[config.mk]
export PLATFORM = sky130hd
export DESIGN_NAME = alu_session_sequencer
export DESIGN_NICKNAME = d
export VERILOG_FILES = /design/src/rtl/alu_session_sequencer.sv
export SDC_FILE = /design/constraint.sdc
export NUM_CORES = 1
export LEC_CHECK = 0
export ABC_AREA = 1
export BUFFER_PORTS_ARGS = -buffer_cell sky130_fd_sc_hd__buf_4
export CELL_PAD_IN_SITES_DETAIL_PLACEMENT = 0
export CELL_PAD_IN_SITES_GLOBAL_PLACEMENT = 1
export CORE_MARGIN = 2
export CORE_UTILIZATION = 35
export DETAILED_ROUTE_END_ITERATION = 12
export PLACE_DENSITY_LB_ADDON = 0.1
export SKIP_LAST_GASP = 1
export SYNTH_ARGS = -nofsm -noshare
export SYNTH_HDL_FRONTEND = slang
export SYNTH_SLANG_ARGS = --single-unit
[constraint.sdc]
create_clock -name clk -period 1.6 [get_ports clk]
set_clock_uncertainty 0.1 [all_clocks]
set_input_delay 0.24 -clock clk [delete_from_list [all_inputs] [get_ports clk]]
set_output_delay 0.24 -clock clk [all_outputs]
set_load 0.05 [all_outputs]
[src/rtl/alu_session_sequencer.sv]
// Credential-gated nibble sequencer driving a combinational 4-bit ALU and returning its result via valid/ready.
// Optional STATUS_STICKY_EN adds sticky_status, an OR-accumulation of captured status bits.
module alu_session_sequencer #(
  parameter int MAX_FAILS = 3
) (
  input  logic       clk,
  input  logic       rst,
  input  logic       in_valid,
  input  logic [3:0] in_data,
  output logic       in_ready,
  input  logic [3:0] cred,
  input  logic       logout,
  output logic [3:0] alu_a,
  output logic [3:0] alu_b,
  output logic [3:0] alu_op,
  input  logic [4:0] alu_r,
  input  logic [4:0] alu_status,
  output logic       res_valid,
  input  logic       res_ready,
  output logic [4:0] res_data,
  output logic [4:0] res_status,
  output logic       unlocked,
`ifdef STATUS_STICKY_EN
  output logic [4:0] sticky_status,
`endif
  output logic [3:0] fail_cnt
);

  typedef enum logic [2:0] {
    S_LOCKED, S_GET_A, S_GET_B, S_GET_OP, S_EXEC, S_DONE, S_BLOCKED
  } state_t;

  localparam logic [3:0] LP_MAX_FAILS = 4'(MAX_FAILS);

  state_t     r_state;
  state_t     w_next;
  logic       r_settle;
  logic [3:0] r_alu_a;
  logic [3:0] r_alu_b;
  logic [3:0] r_alu_op;
  logic       r_res_valid;
  logic [4:0] r_res_data;
  logic [4:0] r_res_status;
  logic [3:0] r_fail_cnt;
  logic [4:0] r_sticky;
  logic       w_accept;
  logic       w_cred_ok;
  logic [3:0] w_fail_inc;
  logic       w_logout;

  assign w_logout   = logout && (r_state != S_BLOCKED);
  assign in_ready   = !logout && (r_state == S_LOCKED || r_state == S_GET_A ||
                                  r_state == S_GET_B  || r_state == S_GET_OP);
  assign w_accept   = in_valid && in_ready;
  assign w_cred_ok  = (in_data == cred);
  assign w_fail_inc = r_fail_cnt + 4'd1;

  assign alu_a      = r_alu_a;
  assign alu_b      = r_alu_b;
  assign alu_op     = r_alu_op;
  assign res_valid  = r_res_valid;
  assign res_data   = r_res_data;
  assign res_status = r_res_status;
  assign fail_cnt   = r_fail_cnt;
  assign unlocked   = (r_state != S_LOCKED) && (r_state != S_BLOCKED);
`ifdef STATUS_STICKY_EN
  assign sticky_status = r_sticky;
`endif

  always_comb begin
    w_next = r_state;
    case (r_state)
      S_LOCKED: begin
        if (w_accept) begin
          if (w_cred_ok)                      w_next = S_GET_A;
          else if (w_fail_inc == LP_MAX_FAILS) w_next = S_BLOCKED;
        end
      end
      S_GET_A:  if (w_accept) w_next = S_GET_B;
      S_GET_B:  if (w_accept) w_next = S_GET_OP;
      S_GET_OP: if (w_accept) w_next = S_EXEC;
      S_EXEC:   if (!r_settle) w_next = S_DONE;
      S_DONE:   if (res_ready) w_next = S_GET_A;
      default:  w_next = S_BLOCKED;
    endcase
    if (w_logout) w_next = S_LOCKED;
  end

  // EXEC spends a first cycle letting the freshly loaded opcode settle through the ALU, then samples it.
  always_ff @(posedge clk or posedge rst) begin
    if (rst) begin
      r_state      <= S_LOCKED;
      r_settle     <= 1'b0;
      r_alu_a      <= 4'd0;
      r_alu_b      <= 4'd0;
      r_alu_op     <= 4'd0;
      r_res_valid  <= 1'b0;
      r_res_data   <= 5'd0;
      r_res_status <= 5'd0;
      r_fail_cnt   <= 4'd0;
      r_sticky     <= 5'd0;
    end else begin
      r_state <= w_next;
      if (w_logout) begin
        r_res_valid <= 1'b0;
        r_settle    <= 1'b0;
        r_sticky    <= 5'd0;
      end else begin
        case (r_state)
          S_LOCKED: begin
            if (w_accept) begin
              if (w_cred_ok) begin
                r_fail_cnt <= 4'd0;
                r_sticky   <= 5'd0;
              end else if (r_fail_cnt != 4'hF) begin
                r_fail_cnt <= w_fail_inc;
              end
            end
          end
          S_GET_A: if (w_accept) r_alu_a <= in_data;
          S_GET_B: if (w_accept) r_alu_b <= in_data;
          S_GET_OP: begin
            if (w_accept) begin
              r_alu_op <= in_data;
              r_settle <= 1'b1;
            end
          end
          S_EXEC: begin
            if (r_settle) begin
              r_settle <= 1'b0;
            end else begin
              r_res_data   <= alu_r;
              r_res_status <= alu_status;
              r_res_valid  <= 1'b1;
              r_sticky     <= r_sticky | alu_status;
            end
          end
          S_DONE: if (res_ready) r_res_valid <= 1'b0;
          default: ;
        endcase
      end
    end
  end

`ifndef STATUS_STICKY_EN
  logic w_sticky_unused;
  assign w_sticky_unused = ^r_sticky;
`endif

endmodule

# Word level (Yosys, flattened, before mapping)
# Cells that the tools add are included.
dict set report totals {
  register_bits 31
  in_bits 23
}
dict set report op_classes {
  n_addsub 1
  eq_ne 16
  n_mux 19
  n_bitwise 2
  reduce_logical 21
}
# cell n
set op_table {}
lappend op_table {{$mux 3} 9}
lappend op_table {{$ne 3x3->1 const B} 7}
lappend op_table {{$pmux 3 s6} 1}
lappend op_table {{$reduce_and 3->1} 5}
lappend op_table {{$reduce_bool 3->1} 3}
lappend op_table {{$mux 4} 2}
lappend op_table {{$reduce_and 7->1} 1}
lappend op_table {{$eq 3x2->1 const B} 2}
lappend op_table {{$eq 3x3->1 const B} 2}
lappend op_table {{$mux 1} 5}
lappend op_table {{$add 4x1->4 const B} 1}
lappend op_table {{$eq 4x2->1 const B} 1}
lappend op_table {{$eq 4x4->1} 1}
lappend op_table {{$logic_and 1x1->1} 4}
lappend op_table {{$ne 4x3->1 const B} 1}
lappend op_table {{$ne 4x4->1 const B} 1}
lappend op_table {{$pmux 1 s2} 2}
lappend op_table {{$reduce_and 4->1} 1}
lappend op_table {{$eq 3x1->1 const B} 1}
lappend op_table {{$logic_not 3->1} 1}
lappend op_table {{$logic_or 1x1->1} 3}
lappend op_table {{$not 1->1} 2}
lappend op_table {{$reduce_and 2->1} 1}
lappend op_table {{$reduce_bool 2->1} 1}
lappend op_table {{$logic_not 1->1} 1}

# Depth between registers and ports, before layout
dict set report depth {
  ltp_word 9
  mapped_depth 10
  ltp_nobuf 10
}

# Worst setup path before layout
# No wires, ideal clock.
dict set report synth_timing {
  kind {register to register}
  from {register r_state[2]}
  to {register r_fail_cnt[2], in the netlist fail_cnt[2]}
  setup_time_ns 0.120
  arrival_time_ns 1.851
  required_ns 1.380
  setup_slack_ns -0.471
  stages_incl_launch_ff 8
  path_buffers 1
  period_less_slack_ns 2.071
  cell_sequence {dfrtp_1 -> buf_6 -> nor2_1 -> nand2_1 -> nor2_1 -> nand2_1 -> nand2_1 -> nand2_1}
}
dict set report synth_via {
  elab_chain_len 7
  elab_cells_between_ends 13
  cone_classes {eq/ne (4); bitwise (1); reduce/logical (8)}
}
# element line
set synth_rtl {}
lappend synth_rtl {{from (decl)} 35} ;# state_t r_state;
lappend synth_rtl {{from (signal assigned)} 103} ;# r_state <= w_next;
lappend synth_rtl {{$eq 3x1->1 or $logic_not 3->1 (tied branches)} 52} ;# assign in_ready = !logout && (r_state == S_LOCKED || r_state == S_GET_A ||
lappend synth_rtl {{$logic_or 1x1->1 (2 in a row)} 52}
lappend synth_rtl {{$logic_or 1x1->1 *} 53} ;# r_state == S_GET_B || r_state == S_GET_OP);
lappend synth_rtl {{$logic_and 1x1->1 *} 52}
lappend synth_rtl {{named net in_ready} 10} ;# output logic in_ready,
lappend synth_rtl {{$logic_and 1x1->1 *} 54} ;# assign w_accept = in_valid && in_ready;
lappend synth_rtl {{$reduce_and 4->1 (no line) *} n/a}
lappend synth_rtl {{to (signal assigned)} 116} ;# r_fail_cnt <= w_fail_inc;
lappend synth_rtl {{to (decl)} 44} ;# logic [3:0] r_fail_cnt;
# Mark *: on every way through the listed nets, which the timed path passes. The rest lies on a longest branch.
# A chain may end at the register's enable or synchronous reset.

# Worst setup path after layout
dict set report layout_timing {
  from {register r_state[0]}
  to {output port unlocked}
}
dict set report layout_via {
  elab_chain_len 2
  elab_cells_between_ends 3
  cone_classes {eq/ne (1); reduce/logical (2)}
}
# element line
set layout_rtl {}
lappend layout_rtl {{$ne 3x3->1 or $reduce_bool 3->1 (tied branches)} 65} ;# assign unlocked = (r_state != S_LOCKED) && (r_state != S_BLOCKED);
lappend layout_rtl {{$logic_and 1x1->1 *} 65}
lappend layout_rtl {{to (decl)} 22} ;# output logic unlocked,
# Every way passes the cells marked *; elsewhere a longest branch is shown, timed or not.

==> metrics.md <==
| Metric | Value |
|---|---|
| DIE WIDTH | `70.85 um` |
| Fillers | `about 450` |
| Total GRT Usage | `16.01%` |
| Root Driver | `clkbuf_8` |
| CTS H-tree depth | `2` |
| Clock share of power | `12.4%` |
| Critical Path RT | `around 1.3 ns` |
| Placer Congestion | `0.8369` |
| Sw power | `2469 uW` |
| Detailed placement HPWL | `2.809 mm` |
| Peak supply drop | `~1.3 mV` |
| Share of layout cells above drive strength 1 | `32.85%` |
| Clock slew at reported path FFs | `0.06 ns` |
| Worst setup path startpoint | `r_state[0]$_DFFE_PP0P_` |
| Max_slew headroom | `73.31%` |
| Post-synth ARST share | `100.0%` |
| Iteration-0 DRC Markers | `97` |
| Synth-to-Final Area Change | `40.40%` |
| Yosys warning total | `0` |
| Fin crit share | `95.98%` |
| Seq pwr share | `29.2%` |
| Setup crit start kind | `flop` |
| Slew Limit Fails | `0` |
| Slowest cell delay on critical path | `0.42 ns` |
| First drt pass iteration count | `4` |
| Top Ports | `52` |
| Initial antenna violation count | `0` |
| Placed cell areas | `2037 um^2` |
| Hold_ws | `between 0.05 and 0.06 ns` |
| Worst Hold Class | `in2reg` |
| Vias | `1492` |
| Core Rows | `24` |
| Hold Crit Depth | `3` |
| TNS Setup | `0 ns` |
| Maxcap violations | `0` |
| Internal Power | `2321 uW` |
| Buffers on Ports | `51` |
| Total CTS buffers | `5` |
| Count of cell types in the netlist | `20` |
| Via density per instance | `4.535` |
| P_leak | `0.001222 uW` |
| FF-to-FF End | `r_state[0]$_DFFE_PP0P_` |
| Chip Height | `70.85 um` |
| CP Max Fanout | `4` |
| Drt drc | `0` |
| Gr ovfl total | `0` |
| CTS tree | `yes` |
| Setup-failing EPs final | `0` |
| Layout net count | `301` |
| Core Area | `4324 um^2` |
| Switching share of power | `51.54%` |
| Wire length per cell | `11.49 um` |
| Worst setup EP type | `output port` |
| WL final | `3.780 mm` |
| CP Class | `reg2out` |
| R2R Setup Slk | `0.13 ns` |
| Hold endpoint | `res_data[3]$_DFFE_PP0P_` |
| Worst r2r path cells | `9` |
| Post-route cell area | `~2200 um^2` |
| Worst path cell trace | `inv_2 -> nand2_2 -> nor2_2 -> a21oi_2 -> buf_6` |
| Largest cells by area after synthesis | `dfrtp_1 50%, nand2_1 22%, inv_1 4.8%, o21ai_0 4.2%, nand3_1 3.2%` |
| CP top delay family | `flip-flops` |
| Number of synthesized flops with an enable pin | `0` |
| Sequential fraction of the synthesis area | `approximately 50%` |
| Largest net degree at the start of global routing | `32` |
| Hold path startpoint | `alu_r[3]` |
| First-pass GRT wire length | `6.341 mm` |
| Initial Util | `36.17%` |
| #FFs+latches synth | `31` |
| Outcome | `finished clean` |
| Synth top area share | `49.60%` |
| Area taken by multi-input logic gates | `691.9 um^2` |
| Combinational fraction of design power | `58.4%` |
| Vias in the first global route | `1448` |
| Critical path buffers and inverters | `2` |
| Fin util | `50.78%` |
| Slowest-stage cell, CP | `dfrtp_2` |
| Post-Synthesis Cells | `209` |
| Worst EP arrival | `1.20 ns` |
| R2R Path Start | `fail_cnt[0]$_DFFE_PP0P_` |
| CTS max path bufs | `2` |
| Pwr/cell area | `~2200 nW/um^2` |
| CTS Sinks | `31` |
| Top_reg_cell synth | `dfrtp_1` |
| Post-synth top cells | `92 x nand2_1, 31 x dfrtp_1, 20 x inv_1, 13 x nor2_1, 13 x o21ai_0` |
| Die area | `between 5000 and 6000 um^2` |
| Max Fclk | `between 600 and 700 MHz` |
| Largest area contributor in the netlist | `dfrtp_1` |
| Post-synth net total | `234` |
| Final min period | `1.536 ns` |
| Most common cell in the netlist | `nand2_1` |
| Latest clock arrival within the worst-skew pair | `0.28 ns` |
| Routed Antenna Nets | `0` |
| Synth Cell Area | `1564 um^2` |
| Register Area | `780.7 um^2` |
| Worst Tran Pin Value | `0.4003 ns` |
| Syn avg cell area | `7.483 um^2` |
| Final Hold Vio Count | `0` |
| Tot Pwr | `4790 uW` |
| Antenna diodes | `0` |
-- power groups by stage --
stage	combinational (uW)	clock (uW)	sequential, uW
6_report	2800	595	1400
2_1_floorplan	842	0	2430
3_3_place_gp	2670	0	1420
3_5_place_dp	2680	0	1420
5_1_grt	3010	652	1440
4_1_cts	2750	613	1400
-- timing repair --
action | in CTS | in global routing
hold buffers | 1 | 0
cloned | 0 | 0
endpoints found under the hold margin | 31 | 0
gates resized for setup | 3 | 5
endpoints found under the setup margin | 1 | 20
buffers inserted | 3 | 3
-- registers in the layout, summed over array words and instances (netlist names), 3 cells and up --
register and flops:
r_state 3, res_data 5, alu_a 4, fail_cnt 4, alu_b 4, alu_op 4
res_status 5
-- cells in the final DEF, fill, tap and decap left out, types with 2 or more instances in the layout --
cell type,synthesis,routed
inv_2,4,5
nand3_1,10,10
dfrtp_1,31,27
nor2_1,13,11
nor2_2,2,2
nor2_4,0,2
clkbuf_8,0,5
inv_1,20,19
nand2_2,3,4
buf_4,2,61
a21oi_1,7,6
nand2_1,92,91
nand4_1,3,3
dfrtp_2,0,4
o21ai_0,13,13
-- logic make-up (layout without fill, tap and decap cells) --
| logic type | after synthesis | in the layout | share of synthesized area [%] |
|---|---|---|---|
| DFF | 31 | 31 | 49.60 |
| buffers and inverters | 28 | 96 | 7.679 |
| adders and majority gates | 2 | 2 | 1.600 |
| AOI/OAI and AO/OA | 22 | 22 | 7.440 |
| and+or+nand+nor | 126 | 126 | 33.68 |
-- layer usage --
| layer | vias up | share of wire, % | track usage, % |
|---|---|---|---|
| li1 | 780 | - | - |
| met1 | 676 | 46 | 20.64 |
| met2 | 32 | 47 | 24.92 |
| met3 | 4 | 5.6 | 5.840 |
| met4 | 0 | 0.95 | 5.660 |
| met5 | - | 0 | 0 |
-- how the worst max path moves through the flow --
| stage | depth (start not counted) | slack [ns] | endpoint |
|---|---|---|---|
| after global placement | 7 | 0.05 | r_state[2]$_DFFE_PP0P_ |
| after floorplan | 7 | 0.002 | fail_cnt[2]$_DFFE_PP0P_ |
| after detailed placement | 10 | 0.07 | fail_cnt[2]$_DFFE_PP0P_ |
| after CTS | 5 | 0.02 | unlocked |
| final | 5 | 0.06 | unlocked |
| after global routing | 5 | -0.0007 | unlocked |
-- per-stage QoR --
stage	cells	worst slack (ns)
floorplan	209	0.001672
global placement	314	0.05415
detailed placement	314	0.06911
CTS	326	0.02145
global route	329	-0.0007150
finish	329	0.06426
-- worst reg2reg max path: cells and delay by family (launching register included) --
family | cells | cell delay [ns]
DFF | 1 | 0.45
and+or+nand+nor | 8 | 0.58
adders and majority gates | 1 | 0.21
-- cell type report --
type	instances	share of cell area, %
multi-input cells	150	31.51
well taps	52	2.963
clock inverters	2	0.5698
inverters	25	4.273
clock buffers	6	3.305
flip-flops and latches	31	35.56
repair buffers	63	21.82
No activity file was read; power rests on OpenSTA's default activity.
